## config.mk

```make
export PLATFORM = sky130hd
export DESIGN_NAME = router_fifo
export DESIGN_NICKNAME = d
export VERILOG_FILES = /design/src/rtl/router_pkg.sv /design/src/rtl/router_fifo.sv
export SDC_FILE = /design/constraint.sdc
export NUM_CORES = 1
export LEC_CHECK = 0
export ABC_AREA = 1
export CORE_MARGIN = 5
export CORE_UTILIZATION = 50
export CTS_CLUSTER_SIZE = 40
export DETAILED_ROUTE_END_ITERATION = 8
export PLACE_DENSITY = 0.67
export SLEW_MARGIN = 5
export SYNTH_ARGS = -nofsm -noshare
export SYNTH_HDL_FRONTEND = slang
export SYNTH_SLANG_ARGS = --single-unit
```

## constraint.sdc

```tcl
create_clock -name clock -period 6.5 [get_ports clock]
set_clock_uncertainty 0.1 [all_clocks]
set_input_delay 0.975 -clock clock [delete_from_list [all_inputs] [get_ports clock]]
set_output_delay 0.975 -clock clock [all_outputs]
set_load 0.02 [all_outputs]
```

## src/rtl/router_pkg.sv

```systemverilog
// Shared definitions for the router output FIFOs.
// Holds the default FIFO geometry, the header byte field slices
// (length in [7:2], destination address in [1:0]), the address value
// that no destination answers to, and a helper to pull the length field.
package router_pkg;

  localparam int DEPTH = 16;
  localparam int WIDTH = 8;
  localparam int AW    = 4;

  // Header byte layout
  localparam int LEN_MSB  = 7;
  localparam int LEN_LSB  = 2;
  localparam int ADDR_MSB = 1;
  localparam int ADDR_LSB = 0;

  localparam logic [1:0] ADDR_INVALID = 2'b11;

  // Payload length carried in a header byte
  function automatic logic [LEN_MSB-LEN_LSB:0] hdr_len(input logic [7:0] hdr);
    return hdr[LEN_MSB:LEN_LSB];
  endfunction

endpackage

```

## src/rtl/router_fifo.sv

```systemverilog
// router_fifo: per-destination output FIFO of the 1-to-3 packet router.
// Stores {header_flag, byte} words, tracks the length of the packet being
// read out, and blanks data_out to zero between packets.
//
// Ports:
//   clock       rising-edge clock
//   reset       synchronous active-high reset
//   soft_reset  synchronous flush (timeout); same effect as reset
//   write_enb   write strobe
//   read_enb    read strobe
//   lfd_state   header flag stored alongside data_in
//   data_in     byte to write
//   data_out    registered read data (1-cycle latency)
//   full        DEPTH entries held
//   empty       no entries held
module router_fifo
  import router_pkg::*;
#(
  parameter int DEPTH = router_pkg::DEPTH,
  parameter int WIDTH = router_pkg::WIDTH,
  parameter int AW    = router_pkg::AW
) (
  input  logic             clock,
  input  logic             reset,
  input  logic             soft_reset,
  input  logic             write_enb,
  input  logic             read_enb,
  input  logic             lfd_state,
  input  logic [WIDTH-1:0] data_in,
  output logic [WIDTH-1:0] data_out,
  output logic             full,
  output logic             empty
);

  logic [AW:0]      wr_ptr_q, wr_ptr_d;
  logic [AW:0]      rd_ptr_q, rd_ptr_d;
  logic [6:0]       pkt_cnt_q, pkt_cnt_d;
  logic [WIDTH-1:0] data_out_q, data_out_d;
  logic [WIDTH:0]   mem_q [DEPTH];

  logic             clr;
  logic             do_wr, do_rd;
  logic [WIDTH:0]   rd_word;

  assign clr     = reset | soft_reset;

  // Extra pointer MSB distinguishes full from empty when the indexes match
  assign empty   = (wr_ptr_q == rd_ptr_q);
  assign full    = (wr_ptr_q[AW] != rd_ptr_q[AW]) &&
                   (wr_ptr_q[AW-1:0] == rd_ptr_q[AW-1:0]);

  // Both strobes qualified by the pre-edge flags
  assign do_wr   = write_enb & ~full;
  assign do_rd   = read_enb & ~empty;
  assign rd_word = mem_q[rd_ptr_q[AW-1:0]];

  always_comb begin
    wr_ptr_d   = wr_ptr_q;
    rd_ptr_d   = rd_ptr_q;
    pkt_cnt_d  = pkt_cnt_q;
    data_out_d = data_out_q;
    if (do_wr) wr_ptr_d = wr_ptr_q + 1'b1;
    if (do_rd) begin
      rd_ptr_d   = rd_ptr_q + 1'b1;
      data_out_d = rd_word[WIDTH-1:0];
      // Header reload counts payload plus the trailing parity byte
      if (rd_word[WIDTH])
        pkt_cnt_d = {1'b0, hdr_len(rd_word[7:0])} + 7'd1;
      else if (pkt_cnt_q != 7'd0)
        pkt_cnt_d = pkt_cnt_q - 7'd1;
    end else if (pkt_cnt_q == 7'd0) begin
      // Idle between packets: present zero to the destination
      data_out_d = '0;
    end
  end

  always_ff @(posedge clock) begin
    if (clr) begin
      wr_ptr_q   <= '0;
      rd_ptr_q   <= '0;
      pkt_cnt_q  <= '0;
      data_out_q <= '0;
    end else begin
      wr_ptr_q   <= wr_ptr_d;
      rd_ptr_q   <= rd_ptr_d;
      pkt_cnt_q  <= pkt_cnt_d;
      data_out_q <= data_out_d;
    end
  end

  // Storage is not cleared by reset; pointers alone define validity
  always_ff @(posedge clock) begin
    if (!clr && do_wr) mem_q[wr_ptr_q[AW-1:0]] <= {lfd_state, data_in};
  end

  assign data_out = data_out_q;

endmodule

```

==> results by group <==
Outcome
  – Status: completed

Global routing
  – Total track usage: just under 20%
  – Largest net degree at the start of global routing: 68
  – Vias in the first global route: 4952
  – Congestion Overflow GR: 0
  – Initial antenna violation count: 0
  – First-pass GRT wire length: between 20 and 30 mm

Setup path
  – Crit path cell chain: clkdlybuf4s50_1, nor2_1, inv_1, nor2_1, nand2_1, nor2_1
  – CP delay by family, top: simple AND/OR/NAND/NOR gates
  – CP max-delay cell: nor2_1
  – Worst setup SP type: input pin
  – Crit-path most repeated cell: nor2_1
  – CP bufs+invs: 2
  – Worst Path Arrival: 3780 ps
  – Critical path class: input pin to flop
  – CP peak stage delay: 710 ps
  – Crit path max fanout: 16
  – R2R Setup Slk: 3380 ps
  – Critical path required time: 6450 ps
  – Critical Path Sink Type: flop

Route
  – Final ANT Viol Nets: 0
  – Avg WL per Cell: between 15 and 20 um
  – Drt total wl: 16.9 mm
  – Routed wl met3: approximately 1000 um
  – DRC: 0
  – DR top layer: met4
  – First-pass DRT Iterations: 5
  – Metal2 WL: about 8.0 mm
  – M1 wire length: 7.47 mm
  – DRT iter0 DRCs: 424
  – Via/cell ratio: 5.45
  – Routed vias: 5153

Placement
  – Hpwl dp: approximately 11 mm
  – Routability congestion estimate: 0.931
  – Number of port buffers: 23
  – Placed insts: 913

Clock network
  – Root Buffer: clkbuf_16
  – CTS sink cnt: 173
  – Clock transition at the registers of the reported paths: 60 ps
  – Setup repair bufs after CTS: 0
  – Resized cells post-CTS: 0
  – Cts bufs inserted: 17
  – CTS tree: yes
  – Max Buffers Root-to-Sink: 2
  – H-tree depth: 4
  – Clock Latency Late Sink: 430 ps
  – Hold Buf Count CTS: 0

STA
  – Slew headroom: 24.1%
  – Fin. max-slew vios: 0
  – RSZ-0062 raised after global routing: no
  – Final Hold Fails: 0
  – Worst-margin pin slew: 1130 ps
  – Final setup vio count: 0
  – Final Critical Period: 3830 ps
  – Setup TNS: 0 ps
  – Period utilization: 58.9%
  – Maximum clock rate: 261 MHz

Synth
  – Seq/Total Area, Yosys: ~66%
  – Synth top area share: 57.8%
  – #FFs+latches synth: between 150 and 200
  – Distinct cell type count after synthesis: 29
  – Syn nets: 753
  – Synth area leaders: edfxtp_1 (58%), nand2_1 (10%), dfxtp_1 (7.8%), nand3_1 (5.6%), inv_1 (3.1%)
  – Ys Warns: 0
  – Syn_area_per_cell: 10.2 um^2
  – Area leader, netlist: edfxtp_1
  – Syn Inst Count: 732
  – Mapped Area: 0.00749 mm^2

Power and ir drop
  – Pwr Total: 2270 uW
  – Pwr Density: about 270 mW/mm^2
  – LEAKAGE: between 0.003 and 0.004 uW
  – Maximum VDD drop: 208 uV

Floorplan
  – Die width: 132 um
  – DIE AREA: 0.0175 mm^2
  – Starting Density: about half
  – IO Pins: 24
  – Core Region: between 0.01 and 0.015 mm^2
  – Die height: 132 um
  – Row cnt: 44

Flow run
  – Max Cap Viol: 0

Worst hold path
  – Min-delay worst type: flop to flop

Cells and area
  – Post-layout net count: 769
  – Final cell count without fillers: 945
  – Layout area overhead: 10.9%
  – Share of layout cells above drive strength 1: under 10%
  – ANT cells: 0
-- registers in the layout (all words and copies together), names as in the netlist, named ones only --
signal	flops
data_out	8
mem_q	144
pkt_cnt_q	7
rd_ptr_q	5
wr_ptr_q	5
-- tightest hold or removal path: stages, from the launching register on --
cell,delay [ps]
dfxtp_1,310
nand2_1,60
a21oi_1,50
-- placed cells by master (no fill, tap or decap) --
| cell | Yosys | layout |
|---|---|---|
| o21ai_0 | 20 | 20 |
| o21ai_1 | 9 | 9 |
| nor3b_1 | 1 | 1 |
| nor2_2 | 2 | 2 |
| clkinv_2 | 0 | 3 |
| inv_6 | 0 | 1 |
| nor2_1 | 59 | 59 |
| a21boi_1 | 1 | 1 |
| inv_4 | 2 | 2 |
| a21oi_1 | 34 | 34 |
| o21a_1 | 1 | 1 |
| clkinv_4 | 0 | 6 |
| clkinvlp_4 | 0 | 1 |
| ha_1 | 7 | 7 |
| clkbuf_16 | 0 | 17 |
| nor3_1 | 6 | 6 |
| nand3_2 | 1 | 1 |
| bufinv_16 | 0 | 1 |
| dfxtp_1 | 29 | 28 |
| clkinv_1 | 2 | 4 |
| xnor2_1 | 1 | 1 |
| nand2_1 | 209 | 209 |
| a22oi_1 | 6 | 6 |
| clkdlybuf4s50_1 | 0 | 23 |
| inv_1 | 61 | 61 |
| dfxtp_2 | 0 | 1 |
| buf_4 | 9 | 4 |
| edfxtp_1 | 144 | 144 |
| o211ai_1 | 4 | 4 |
| inv_2 | 4 | 4 |
| or2_2 | 3 | 3 |
| nand3_1 | 84 | 84 |
| nand2_2 | 7 | 7 |
| xor2_1 | 5 | 5 |
| clkbuf_1 | 4 | 1 |
-- per-layer routing --
metal / global-route usage [%] / vias to the layer above
li1: - / 2488
met1: 27.1 / 2453
met2: 30.8 / 178
met3: 4.69 / 34
met4: 7.86 / 0
met5: 0 / -
-- final cells by class --
cell class	count	area [um^2]
clock inverter	14	121
clock buffer	18	429
multi-input combinational	460	2090
tap	184	230
timing repair buffer	27	260
inverter	69	264
fill	1209	6280
sequential	173	4910
-- Yosys cell counts (all sizes together) --
cell type,instances
nand3,85
edfxtp,144
inv,67
xnor2,1
buf,26
nor3b,1
clkinv,2
o211ai,4
nor3,6
a21boi,1
xor2,5
o21a,1
nor2,61
or2,3
a22oi,6
clkbuf,4
ha,7
nand2,216
dfxtp,29
a21oi,34
o21ai,29
-- path summary, 6_finish.rpt --
| check | startpoint | end | depth (start not counted) |
|---|---|---|---|
| worst min-delay path | data_out[5] | data_out[5] | 2 |
| worst max register to register | flop | pkt_cnt_q[6] | 9 |
| worst min register to register | data_out[5] | data_out[5] | 2 |
| worst max-delay path | soft_reset | mem_q[6][8] | 6 |
-- logic make-up after synthesis --
logic type	count (synthesis)	synth area share, %
compound gates	75	5.41
xor+xnor	6	0.702
fa+ha+maj	7	1.17
flops	173	65.5
simple gates	372	20.7
buf+inv	99	6.52
-- per-stage QoR --
stage / hold slack (ps) / instance area, um^2 / setup WS [ps] / utilization [%]
3_5_place_dp: 359 / 7750 / 2280 / 53.2
4_1_cts: 366 / 8310 / 2730 / 56.9
6_report: 365 / 8310 / 2670 / 56.9
5_1_grt: 397 / 8310 / 2440 / 56.9
2_1_floorplan: 351 / 7490 / 3750 / -
3_3_place_gp: 360 / 7750 / 2390 / 53.2
-- power breakdown --
group	total (uW)	internal, uW	switching [uW]
Combinational	131	38.4	92.5
Sequential	1210	1210	6.35
Clock	931	526	405
Total	2270	1770	504
(Power assumes the default switching activity.)
